[config.mk]
export PLATFORM = sky130hd
export DESIGN_NAME = operand_input
export DESIGN_NICKNAME = d
export VERILOG_FILES = /design/src/rtl/operand_input_pkg.sv /design/src/rtl/operand_input_sync_bit.sv /design/src/rtl/operand_input.sv
export SDC_FILE = /design/constraint.sdc
export NUM_CORES = 1
export LEC_CHECK = 0
export ABC_AREA = 1
export CAP_MARGIN = 0
export CORE_ASPECT_RATIO = 0.75
export CORE_MARGIN = 2
export CORE_UTILIZATION = 49
export CTS_BUF_LIST = sky130_fd_sc_hd__clkbuf_16
export DETAILED_ROUTE_END_ITERATION = 12
export PLACE_DENSITY = 0.76
export SLEW_MARGIN = 20
export SYNTH_ARGS = -nofsm -noshare
export SYNTH_HDL_FRONTEND = slang
export SYNTH_SLANG_ARGS = --single-unit
export TNS_END_PERCENT = 10
[constraint.sdc]
create_clock -name clk -period 2.1 [get_ports clk]
set_input_delay 0.42 -clock clk [delete_from_list [all_inputs] [get_ports clk]]
set_output_delay 0.42 -clock clk [all_outputs]
set_load 0.01 [all_outputs]
[src/rtl/operand_input_pkg.sv]
// Shared processor definitions: datapath width, operand-entry FSM encoding and
// default timing parameters for the button debouncer.
package operand_input_pkg;

  // Datapath width shared with the ALU.
  localparam int DATA_W = 16;

  localparam int COUNT_W   = 8;
  localparam int DEB_CNT_W = 16;

  localparam int DEFAULT_DEBOUNCE_CYCLES = 4;
  localparam int DEFAULT_SYNC_STAGES     = 2;

  typedef enum logic [1:0] {
    ST_IDLE    = 2'd0,
    ST_PRESS   = 2'd1,
    ST_ISSUE   = 2'd2,
    ST_RELEASE = 2'd3
  } op_state_t;

endpackage

[src/rtl/operand_input_sync_bit.sv]
// Multi-flop synchronizer for a single asynchronous bit; reusable for any
// asynchronous input that must be brought into the clk domain.
module sync_bit #(
  parameter int STAGES = 2
) (
  input  logic clk,
  input  logic rst,
  input  logic d,
  output logic q
);

  logic [STAGES-1:0] stage_reg;

  always_ff @(posedge clk) begin
    if (rst) begin
      stage_reg <= '0;
    end else begin
      stage_reg <= {stage_reg[STAGES-2:0], d};
    end
  end

  assign q = stage_reg[STAGES-1];

endmodule

[src/rtl/operand_input.sv]
// Operand entry: debounces the enter button, captures the switch value and
// emits a single request pulse per accepted press.
module operand_input
  import operand_input_pkg::*;
#(
  parameter int DEBOUNCE_CYCLES = DEFAULT_DEBOUNCE_CYCLES,
  parameter int SYNC_STAGES     = DEFAULT_SYNC_STAGES
) (
  input  logic               clk,
  input  logic               rst,
  input  logic [DATA_W-1:0]  sw,
  input  logic               btn,
  output logic [DATA_W-1:0]  in,
  output logic               rq,
  output logic               busy,
  output logic [COUNT_W-1:0] count
);

  localparam logic [DEB_CNT_W-1:0] DEB_LAST = DEB_CNT_W'(DEBOUNCE_CYCLES - 1);
  localparam logic [DEB_CNT_W-1:0] DEB_ONE  = DEB_CNT_W'(1);
  localparam logic [COUNT_W-1:0]   CNT_ONE  = COUNT_W'(1);

  logic                 btn_s;
  op_state_t            state_reg, state_next;
  logic [DEB_CNT_W-1:0] deb_cnt_reg, deb_cnt_next;
  logic [DATA_W-1:0]    in_reg;
  logic                 rq_reg;
  logic                 busy_reg;
  logic [COUNT_W-1:0]   count_reg;
  logic                 issue_next;

  sync_bit #(
    .STAGES (SYNC_STAGES)
  ) u_btn_sync (
    .clk (clk),
    .rst (rst),
    .d   (btn),
    .q   (btn_s)
  );

  always_ff @(posedge clk) begin
    if (rst) begin
      state_reg   <= ST_IDLE;
      deb_cnt_reg <= '0;
    end else begin
      state_reg   <= state_next;
      deb_cnt_reg <= deb_cnt_next;
    end
  end

  // The debounce counter only ever counts up to DEB_LAST before being cleared.
  always_comb begin
    state_next   = state_reg;
    deb_cnt_next = deb_cnt_reg;
    case (state_reg)
      ST_IDLE: begin
        deb_cnt_next = '0;
        if (btn_s) begin
          state_next = ST_PRESS;
        end
      end
      ST_PRESS: begin
        if (!btn_s) begin
          state_next   = ST_IDLE;
          deb_cnt_next = '0;
        end else if (deb_cnt_reg == DEB_LAST) begin
          state_next   = ST_ISSUE;
          deb_cnt_next = '0;
        end else begin
          deb_cnt_next = deb_cnt_reg + DEB_ONE;
        end
      end
      ST_ISSUE: begin
        state_next   = ST_RELEASE;
        deb_cnt_next = '0;
      end
      ST_RELEASE: begin
        if (btn_s) begin
          deb_cnt_next = '0;
        end else if (deb_cnt_reg == DEB_LAST) begin
          state_next   = ST_IDLE;
          deb_cnt_next = '0;
        end else begin
          deb_cnt_next = deb_cnt_reg + DEB_ONE;
        end
      end
      default: begin
        state_next   = ST_IDLE;
        deb_cnt_next = '0;
      end
    endcase
  end

  assign issue_next = (state_next == ST_ISSUE);

  // Outputs are registered from the next state so they line up with the state
  // register: rq and the freshly captured operand appear together in ISSUE.
  always_ff @(posedge clk) begin
    if (rst) begin
      in_reg    <= '0;
      rq_reg    <= 1'b0;
      busy_reg  <= 1'b0;
      count_reg <= '0;
    end else begin
      rq_reg   <= issue_next;
      busy_reg <= (state_next != ST_IDLE);
      if (issue_next) begin
        in_reg    <= sw;
        count_reg <= count_reg + CNT_ONE;
      end
    end
  end

  assign in    = in_reg;
  assign rq    = rq_reg;
  assign busy  = busy_reg;
  assign count = count_reg;

endmodule

Yosys cells after proc, flatten, opt, wreduce, memory -nomap -nowiden
Index checks and enable logic that the tools add are counted.
- reductions and logical operators: 3
- mux-type cells: 10
- add/sub/neg operators: 2
- eq/ne operators: 5
- operator list (kind ; number):
    16-bit 2-to-1 mux ; 3
    16-bit one-hot mux with 3 select lines ; 1
    16-bit by 1-bit adder with 16-bit output, second input constant ; 1
    16-bit by 2-bit == test with 1-bit output, second input constant ; 1
    2-bit 2-to-1 mux ; 5
    8-bit by 1-bit adder with 8-bit output, second input constant ; 1
    2-bit one-hot mux with 4 select lines ; 1
    2-bit == test, second input constant ; 3
    2-bit by 1-bit == test with 1-bit output, second input constant ; 1
    2-bit zero test ; 1
    2-bit nonzero test ; 1
    2-bit OR reduction ; 1
- input port bits: 19
- logic and storage cells: 27
- register bits: 46
- output and inout port bits: 26

Logic depth before layout (Yosys ltp)
Gate-level depths: netlist (run 1).
- depth in word-level cells: 5
- mapped depth: 11

By module
From an unflattened synthesis (run 1), not the netlist that was laid out.
- cell total of the unflattened synthesis: 302
- area, all modules: 2147.1 sq um
- modules (own cells, without submodules) (module ; area an instance (sq um) ; instances ; cells each ; sequential area each (sq um)):
    operand_input ; 2092.0 ; 1 ; 296 ; 880.8
    sync_bit ; 55.1 ; 1 ; 6 ; 40.0

Worst setup path after synthesis (run 1)
Ideal clock, no wire load.
- path kind: reg2reg
- start: register deb_cnt_reg[0]
- end: register in_reg[11], in the netlist in[11]
- arrival time: 1.405 ns
- path buffers: 1
- stages on the path, launching flop included: 12
- clock period less this slack: 1.534 ns
- path slack: 0.566 ns
- cells stage by stage: dfxtp_1 -> ha_1 -> inv_2 -> nor2_2 -> nand2_1 -> nor2_4 -> nand2_4 -> nor2_8 -> nand3_4 -> buf_6 -> nand2_1 -> a21oi_1
- longest elaborated chain between the ends: 5
- elaborated cells on any way between the ends: 7
- classes of those cells: 2 x eq/ne; 5 x mux
- RTL lines (item ; line ; RTL):
    from (decl) ; operand_input.sv:25 ; logic [DEB_CNT_W-1:0] deb_cnt_reg, deb_cnt_next;
    from (signal assigned) ; operand_input.sv:47 ; deb_cnt_reg <= deb_cnt_next;
    16-bit by 2-bit == test with 1-bit output (*) ; operand_input.sv:66, operand_input.sv:80 ;
    2-bit 2-to-1 mux, on equally long branches ; operand_input.sv:80, operand_input.sv:66 ;
    2-bit 2-to-1 mux, on equally long branches ; operand_input.sv:78, operand_input.sv:63 ;
    2-bit one-hot mux with 4 select lines (*) ; operand_input.sv:55 ; case (state_reg)
    2-bit == test (*) ; operand_input.sv:94 ; assign issue_next = (state_next == ST_ISSUE);
    to (signal assigned) ; operand_input.sv:108 ; in_reg <= sw;
    to (decl) ; operand_input.sv:26 ; logic [DATA_W-1:0] in_reg;
Every way passes the cells marked *; elsewhere a longest branch is shown, timed or not.
A chain may end at the register's enable or synchronous reset.

Final worst setup path (run 1)
- start: register deb_cnt_reg[0]
- end: register count_reg[2], in the netlist count[2]
- longest elaborated chain between the ends: 5
- elaborated cells on any way between the ends: 7
- classes of those cells: 2 x eq/ne; 5 x mux
- RTL lines (item ; line ; RTL):
    16-bit by 2-bit == test with 1-bit output (*) ; operand_input.sv:66, operand_input.sv:80 ;
    2-bit 2-to-1 mux, on equally long branches ; operand_input.sv:80, operand_input.sv:66 ;
    2-bit 2-to-1 mux, on equally long branches ; operand_input.sv:78, operand_input.sv:63 ;
    2-bit one-hot mux with 4 select lines (*) ; operand_input.sv:55 ;
    2-bit == test (*) ; operand_input.sv:94 ;
    to (signal assigned) ; operand_input.sv:109 ; count_reg <= count_reg + CNT_ONE;
    to (decl) ; operand_input.sv:29 ; logic [COUNT_W-1:0] count_reg;
Marks and branches as above.

==> out/qor.tcl, run 1 <==
set qor(dp_slack_ns) 0.261
set qor(clock.fmax_mhz) 545
set qor(hpwlAfterDp_um) 3270
set qor(floorplan.die.height_um) 61.6
set qor(worstSetupPathType) {flop to flop}
set qor(critical-path-top-cell-by-count) {sky130_fd_sc_hd__nand2_1}
set qor(post_synth_instance_area_sq_um) 2170
set qor(floorplan.die.width_um) 80.8
set qor(finalCoreUtilization) 0.658
set qor(clockRootBuffer) {sky130_fd_sc_hd__clkbuf_16}
set qor(finalCritPeriodShare) 0.874
set qor(cts.htree.levels) 2
set qor(first_pass_iteration_count_of_the_detailed_router) 4
set qor(ir_drop_uv) 384
set qor(drt_via_density) 5.08
set qor(final-setup-viol-count) 0
set qor(required_ns) 2.26
set qor(boundaryPins) 45
set qor(number_of_unique_standard_cell_types_used_by_synthesis) 30
set qor(grt_pass1_wl_um) 7530
set qor(numClockSinks) 46
set qor(finalCriticalPeriod_ns) 1.84
set qor(postSynthRegisterBits) 46
set qor(detailroute.via_count) 1961
set qor(routedWlPerCell_um) 12.3
set qor(max_cap_violations) 0
set qor(worstPathCellList) {ha_1 -> inv_2 -> nor2_2 -> nand2_1 -> nor2_4 -> nand2_4 -> nor2_8 -> nand3_4 -> nand2_1 -> a21oi_1}
set qor(synth.largest_area_cell) {sky130_fd_sc_hd__dfxtp_1}
set qor(critical-path-slowest-cell) {sky130_fd_sc_hd__dfxtp_1}
set qor(syn_nets) 307
set qor(initial_standard_cell_utilization_of_the_core) 0.522
set qor(numCtsBuffers) 5
set qor(timing.reg2reg.worst_path_depth) 10
set qor(cts_buffer_depth) 2
set qor(hold_start) {u_btn_sync.stage_reg[0]$_SDFF_PP0_}
set qor(min-delay-path-class) {flop to flop}
set qor(timing.rr.start) {deb_cnt_reg[0]$_SDFF_PP0_}
set qor(fillerInstances) 375
set qor(groute.usage.overall) 0.197
set qor(antenna_cells) 0
set qor(worst-endpoint-arrival_ns) 1.99
set qor(ys_top_cells_by_area) {sky130_fd_sc_hd__dfxtp_1 42%, sky130_fd_sc_hd__nand2_1 11%, sky130_fd_sc_hd__nand4_1 7.2%}
set qor(hold_viol_final) 0
set qor(timing.critical_path.slowest_cell_delay_ns) 0.35
set qor(core_region_area_sq_um) 4150
set qor(holdPathStages) 2
set qor(static_leakage_nw) 1.02
set qor(grt_antenna_before_repair) 0
set qor(biggest_fanout_along_the_worst_timing_path) 25
set qor(clock-skew-final_ns) 0.00588
set qor(worst_setup_path_end_kind) {flop}
set qor(grt_overflow_total) 0
set qor(cts.clk_slew.worst_paths_ns) 0.06
set qor(drtIter0Drc) 102
set qor(yosysSeqAreaShare) 0.425
set qor(synthesis.instances) 286
set qor(vias_in_the_first_global_route) 1690
set qor(post-route-worst-setup-slack_ns) 0.265
set qor(netlist.area_leader.share) 0.425
set qor(nets) 351
set qor(tightest_slew_ns) 0.349
set qor(final_layout_size_suffix_gt1_frac) 0.0937
set qor(timing.slew.headroom) 0.767
set qor(cts_hold_buffers) 0
set qor(tns_ns) 0
set qor(design.die.area_sq_um) 4980
set qor(cts_resized) 0
set qor(areaGrowthSynthToFinish_pct) 26.2
set qor(placement.io_buffers) 44
set qor(area_taken_by_multi_input_logic_gates_sq_um) 1020
set qor(rsz_0062_raised_after_global_routing) {no}
set qor(holdWs_ns) 0.401
set qor(gp_congestion) 0.884
set qor(grt_start_max_net_pins) 31
set qor(post-layout-total-power_mw) 1.67
set qor(cts_tree) {done}
set qor(syn-mean-instance-area_sq_um) 7.58
set qor(worstSetupStartpoint) {deb_cnt_reg[0]$_SDFF_PP0_}
set qor(ys_warn_count) 0
set qor(site_row_count) 20
set qor(cts_setup_buffers) 0
set qor(finalWirelength_um) 4760
set qor(post-route-drc-count) 0
set qor(worst_setup_path_start_kind) {flop}
set qor(final-seq-area_sq_um) 921
set qor(outcome) {finished, final reports clean}
set qor(clk_latency_ns) 0.28
set qor(report.final.slew_viol_count) 0
set qor(pwr_density_cell_nw_per_um2) 611
set qor(detail-route-antenna-nets) 0
## placed cells by master, fill, tap and decap left out, drive strengths merged
cell type,n
a21oi,28
buf,5
clkbuf,5
clkdlybuf4s50,44
clkinv,3
dfxtp,46
ha,2
inv,29
nand2,70
nand3,9
nand3b,3
nand4,25
nor2,42
nor3,9
nor3b,2
nor4,1
o21ai,3
xnor2,1
xor2,4
## Yosys cell counts (all sizes together)
cell type and number:
nand2 70, dfxtp 46, nor2 42, a21oi 28, inv 28, nand4 25, nand3 9, nor3 9
buf 7, xor2 4, clkbuf 3, nand3b 3, o21ai 3, ha 2, nor3b 2, clkinv 1
dlygate4sd1 1, dlygate4sd3 1, nor4 1, xnor2 1
## path summary, 6_finish.rpt
path / slack (ns) / end
worst max-delay path: 0.26 / count[2]$_SDFFE_PP0N_
worst min-delay path: 0.40 / u_btn_sync.stage_reg[1]$_SDFF_PP0_
worst max register to register: 0.26 / count[2]$_SDFFE_PP0N_
worst min register to register: 0.40 / u_btn_sync.stage_reg[1]$_SDFF_PP0_
## metal layers
metal  vias to the layer above  global-route usage  share of wire
li1                       1025                   -              -
met1                       877               0.260           0.50
met2                        54               0.327           0.43
met3                         5              0.0469          0.056
met4                         0              0.0581          0.011
met5                         -                   0              0
## area by class of cell
type / instances / share of cell area
clock buffers: 5 / 0.0457
clock inverters: 3 / 0.00457
inverters: 29 / 0.0398
multi-input cells: 199 / 0.373
flip-flops and latches: 46 / 0.337
well taps: 55 / 0.0252
repair buffers: 49 / 0.175
## metrics by stage
stage,area [sq um],instances
finish,2740,386
global route,2740,386
CTS,2740,386
detailed placement,2600,378
global placement,2600,378
floorplan,2170,286
## critical path, delay by kind of cell, from the launching register on
kind	cells	cell delay [ns]
AOI/OAI and AO/OA	1	0.08
adders and majority gates	1	0.23
buffers and inverters	1	0.05
DFF	1	0.35
and+or+nand+nor	7	1.00
## report_power, final
group	switching (mW)	total, mW	internal (mW)
logic	0.0239	0.0579	0.0340
clock network	0.306	0.736	0.430
registers	0.00222	0.878	0.875
## cell families after synthesis
group,Yosys count,share of synthesized area
xor+xnor,5,0.0202
flops,46,0.425
compound gates,31,0.0716
fa+ha+maj,2,0.0115
buf+inv,41,0.104
simple gates,161,0.368
No activity file was read; power rests on OpenSTA's default activity.
==> run 2, diff against run 1 <==
--- a/config.mk
+++ b/config.mk
@@ -5,14 +5,12 @@
 export SDC_FILE = /design/constraint.sdc
 export NUM_CORES = 1
 export LEC_CHECK = 0
-export ABC_AREA = 1
 export CAP_MARGIN = 0
-export CORE_ASPECT_RATIO = 0.75
 export CORE_MARGIN = 2
 export CORE_UTILIZATION = 49
 export CTS_BUF_LIST = sky130_fd_sc_hd__clkbuf_16
 export DETAILED_ROUTE_END_ITERATION = 12
-export PLACE_DENSITY = 0.76
+export PLACE_DENSITY = 0.77
 export SLEW_MARGIN = 20
 export SYNTH_ARGS = -nofsm -noshare
 export SYNTH_HDL_FRONTEND = slang
==> run 2 against run 1 <==
Against the previous run:
- highest routed layer unchanged
- largest cell class unchanged
- fmax down 4.8%
- synthesized cell count down 24%
- final cell count down 18%
- core utilization up 1.4 points
- register-to-register slack worse by 0.09 ns
- cell area down 1.7%
- critical endpoint is now count[0]$_SDFFE_PP0N_
==> out/qor.tcl, run 2 <==
set qor(post-layout-total-power_mw) 1.68 ;# +0.61%
set qor(site_row_count) 23 ;# +15%
set qor(placement.io_buffers) 44 ;# unchanged
set qor(grt_antenna_before_repair) 0 ;# unchanged
set qor(grt_overflow_total) 0 ;# unchanged
set qor(finalCoreUtilization) 0.672 ;# +0.0138
set qor(netlist.area_leader.share) 0.453 ;# +0.0277
set qor(areaGrowthSynthToFinish_pct) 32.2
set qor(nets) 285 ;# -19%
set qor(antenna_cells) 0 ;# unchanged
set qor(min-delay-path-class) {flop to flop}
set qor(cts_tree) {done}
set qor(post_synth_instance_area_sq_um) 2030 ;# -6.1%
set qor(worstPathCellList) {nor4_1 -> nand4_4 -> buf_4 -> or3_1 -> a21oi_1}
set qor(fillerInstances) 327 ;# -13%
set qor(outcome) {finished, final reports clean}
set qor(ys_warn_count) 0 ;# unchanged
set qor(timing.critical_path.slowest_cell_delay_ns) 0.51 ;# +0.16 ns
set qor(grt_pass1_wl_um) 6380 ;# -15%
set qor(final-setup-viol-count) 0 ;# unchanged
set qor(yosysSeqAreaShare) 0.453 ;# +0.0277
set qor(report.final.slew_viol_count) 0 ;# unchanged
set qor(postSynthRegisterBits) 46 ;# unchanged
set qor(finalWirelength_um) 3890 ;# -18%
set qor(power.share.combinational) 0.041 ;# +0.006
set qor(max_cap_violations) 0 ;# unchanged
set qor(biggest_fanout_along_the_worst_timing_path) 13 ;# -48%
set qor(timing.slew.headroom) 0.656 ;# -0.111
set qor(power.internal_mw) 1.35 ;# +0.91%
set qor(finalCriticalPeriod_ns) 1.93 ;# +0.0922 ns
set qor(netlist_top_cells_count) {46 x sky130_fd_sc_hd__dfxtp_1, 34 x sky130_fd_sc_hd__nand2b_1, 20 x sky130_fd_sc_hd__nor2_1, 18 x sky130_fd_sc_hd__mux2i_1, 13 x sky130_fd_sc_hd__xnor2_1}
set qor(tightest_slew_ns) 0.511 ;# +0.162 ns
set qor(asyncSetResetFlopFracSynth) 0 ;# unchanged
set qor(routedWlPerCell_um) 12.3 ;# +0.22%
set qor(cts.clk_slew.worst_paths_ns) 0.06 ;# about the same
set qor(detailroute.via_count) 1612 ;# -18%
set qor(yosys.cell_count.top_type) {sky130_fd_sc_hd__dfxtp_1}
set qor(floorplan.die.height_um) 68.4 ;# +11%
set qor(worst-path-buf-inv) 1 ;# unchanged
set qor(core_region_area_sq_um) 4000 ;# -3.7%
set qor(cts.htree.levels) 2 ;# unchanged
set qor(final_layout_size_suffix_gt1_frac) 0.0604 ;# -0.0333
set qor(static_leakage_nw) 0.841 ;# -18%
set qor(clockRootBuffer) {sky130_fd_sc_hd__clkbuf_16}
set qor(finalCritPeriodShare) 0.918 ;# +0.0439
set qor(design.die.area_sq_um) 4680 ;# -5.9%
set qor(clock.fmax_mhz) 519 ;# -4.8%
set qor(hpwlAfterDp_um) 2570 ;# -21%
set qor(clock_network_power_share) 0.437 ;# -0.003
set qor(synth-edff-count) 0 ;# unchanged
set qor(grt_start_max_net_pins) 28 ;# -9.7%
set qor(critical-path-slowest-cell) {sky130_fd_sc_hd__nor4_1}
set qor(mostFrequentLayoutCells) {46 x sky130_fd_sc_hd__dfxtp_1, 44 x sky130_fd_sc_hd__clkdlybuf4s50_1, 34 x sky130_fd_sc_hd__nand2b_1}
set qor(switching_share) 0.196 ;# -0.00235
set qor(tns_ns) 0 ;# unchanged
set qor(worst-endpoint-arrival_ns) 2.14 ;# +0.15 ns
set qor(vias_in_the_first_global_route) 1452 ;# -14%
set qor(cts_buffer_depth) 2 ;# unchanged
set qor(switching_power_of_the_nets_uw) 330 ;# -0.57%
set qor(syn-mean-instance-area_sq_um) 9.38 ;# +24%
set qor(rsz_0062_raised_after_global_routing) {no}
set qor(drt_via_density) 5.12 ;# +0.73%
set qor(boundaryPins) 45 ;# unchanged
set qor(holdWs_ns) 0.436 ;# +0.0350 ns
set qor(required_ns) 2.31 ;# +0.05 ns
set qor(post-route-drc-count) 0 ;# unchanged
set qor(worstSetupPathType) {flop to flop}
set qor(predominant_post_synthesis_flop_cell) {sky130_fd_sc_hd__dfxtp_1}
set qor(syn_nets) 238 ;# -22%
set qor(leading_cell_type_in_the_layout_fill_and_taps_excluded) {sky130_fd_sc_hd__dfxtp_1}
set qor(pwr_density_cell_nw_per_um2) 626 ;# +2.3%
set qor(worst_path_dominant_cell_family) {simple AND/OR/NAND/NOR gates}
set qor(synth.largest_area_cell) {sky130_fd_sc_hd__dfxtp_1}
set qor(cts_hold_buffers) 0 ;# unchanged
set qor(number_of_unique_standard_cell_types_used_by_synthesis) 30 ;# unchanged
set qor(hold_viol_final) 0 ;# unchanged
set qor(ys_top_cells_by_area) {sky130_fd_sc_hd__dfxtp_1 45%, sky130_fd_sc_hd__nand2b_1 10%, sky130_fd_sc_hd__mux2i_1 8.9%}
set qor(worst_setup_path_end_kind) {flop}
set qor(groute.usage.overall) 0.182 ;# -0.0143
set qor(clk_latency_ns) 0.28 ;# about the same
set qor(detail-route-antenna-nets) 0 ;# unchanged
set qor(worst_setup_path_start_kind) {flop}
set qor(clock-skew-final_ns) 0.00648 ;# +0.000602 ns
set qor(floorplan.die.width_um) 68.4 ;# -15%
set qor(synthesis.instances) 217 ;# -24%
set qor(sequentialPowerShare) 0.522 ;# -0.003
set qor(ir_drop_uv) 343 ;# -11%
set qor(gp_congestion) 0.778 ;# -12%
set qor(numClockSinks) 46 ;# unchanged
set qor(numCtsBuffers) 5 ;# unchanged
set qor(drtIter0Drc) 90 ;# -12%
set qor(first_pass_iteration_count_of_the_detailed_router) 4 ;# unchanged
set qor(initial_standard_cell_utilization_of_the_core) 0.509 ;# -0.0131
-- run 2: changes by cell type after synthesis, moves of 12 or more --
cell                       before  now
sky130_fd_sc_hd__nand2_1       61    4
sky130_fd_sc_hd__mux2i_1        0   18
sky130_fd_sc_hd__nor2_1        35   20
sky130_fd_sc_hd__nand2b_1       0   34
sky130_fd_sc_hd__xnor2_1        1   13
sky130_fd_sc_hd__nand4_1       25    4
sky130_fd_sc_hd__a21oi_1       28    9
sky130_fd_sc_hd__inv_1         26    7
-- run 2: worst reg2reg max path, cell delays in order (launching register included) --
cell and delay [ns]:
sky130_fd_sc_hd__dfxtp_1 0.37, sky130_fd_sc_hd__nor4_1 0.51, sky130_fd_sc_hd__nand4_4 0.26, sky130_fd_sc_hd__buf_4 0.23, sky130_fd_sc_hd__or3_1 0.34, sky130_fd_sc_hd__a21oi_1 0.15
-- run 2: through the flow --
step	instances	setup slack [ns]	instance area, sq um
CTS	315	0.0618	2670
detailed placement	307	0.0660	2530
global placement	307	0.159	2530
floorplan	217	0.354	2030
finish	315	0.173	2690
global route	315	0.0332	2690
-- run 2: layout make-up --
type / instances / area, sq um / share of cell area
Clock buffer: 5 / 125 / 0.0465
Inverter: 7 / 26.3 / 0.00977
Timing Repair Buffer: 50 / 485 / 0.181
Tap cell: 50 / 62.6 / 0.0233
Clock inverter: 3 / 11.3 / 0.00419
Sequential cell: 46 / 921 / 0.342
Multi-Input combinational cell: 154 / 1060 / 0.393
-- run 2: final timing paths --
check | from | endpoint | slack, ns | depth (start not counted)
setup / recovery | deb_cnt_reg[12]$_SDFF_PP0_ | count[0]$_SDFFE_PP0N_ | 0.17 | 5
hold / removal | u_btn_sync.stage_reg[0]$_SDFF_PP0_ | u_btn_sync.stage_reg[1]$_SDFF_PP0_ | 0.44 | 1
setup reg to reg | deb_cnt_reg[12]$_SDFF_PP0_ | count[0]$_SDFFE_PP0N_ | 0.17 | 5
hold reg to reg | u_btn_sync.stage_reg[0]$_SDFF_PP0_ | u_btn_sync.stage_reg[1]$_SDFF_PP0_ | 0.44 | 1
-- run 2: power by group through the flow --
stage	Combinational, mW	Sequential [mW]	Clock [mW]
floorplan	0.0295	0.896	0
global route	0.0760	0.877	0.789
detailed placement	0.0698	0.896	0
global placement	0.0692	0.896	0
finish	0.0694	0.877	0.735
CTS	0.0698	0.877	0.760
-- run 2: cells by family (layout without fill, tap and decap cells) --
logic type,after synthesis,in the layout,synth area share
XOR/XNOR,15,15,0.0646
flip-flops,46,46,0.453
adder cells (fa/ha/maj),2,2,0.0123
AND/OR/NAND/NOR,102,102,0.293
AO/OA/AOI/OAI,17,17,0.0504
multiplexers,18,18,0.0886
buffers and inverters,17,65,0.0387
-- run 2: routing by layer --
metal / vias up / GRT usage / wire [um]
met2: 34 / 0.267 / 1670
met1: 733 / 0.230 / 1890
met5: - / 0 / 0
li1: 840 / - / -
met4: 0 / 0.0750 / 57
met3: 5 / 0.0839 / 274
-- run 2: repair_timing --
item / CTS / global route
endpoints found under the setup margin: 0 / 7
buffers inserted: 0 / 0
gates resized for setup: 0 / 2
hold endpoints to repair: 0 / 0
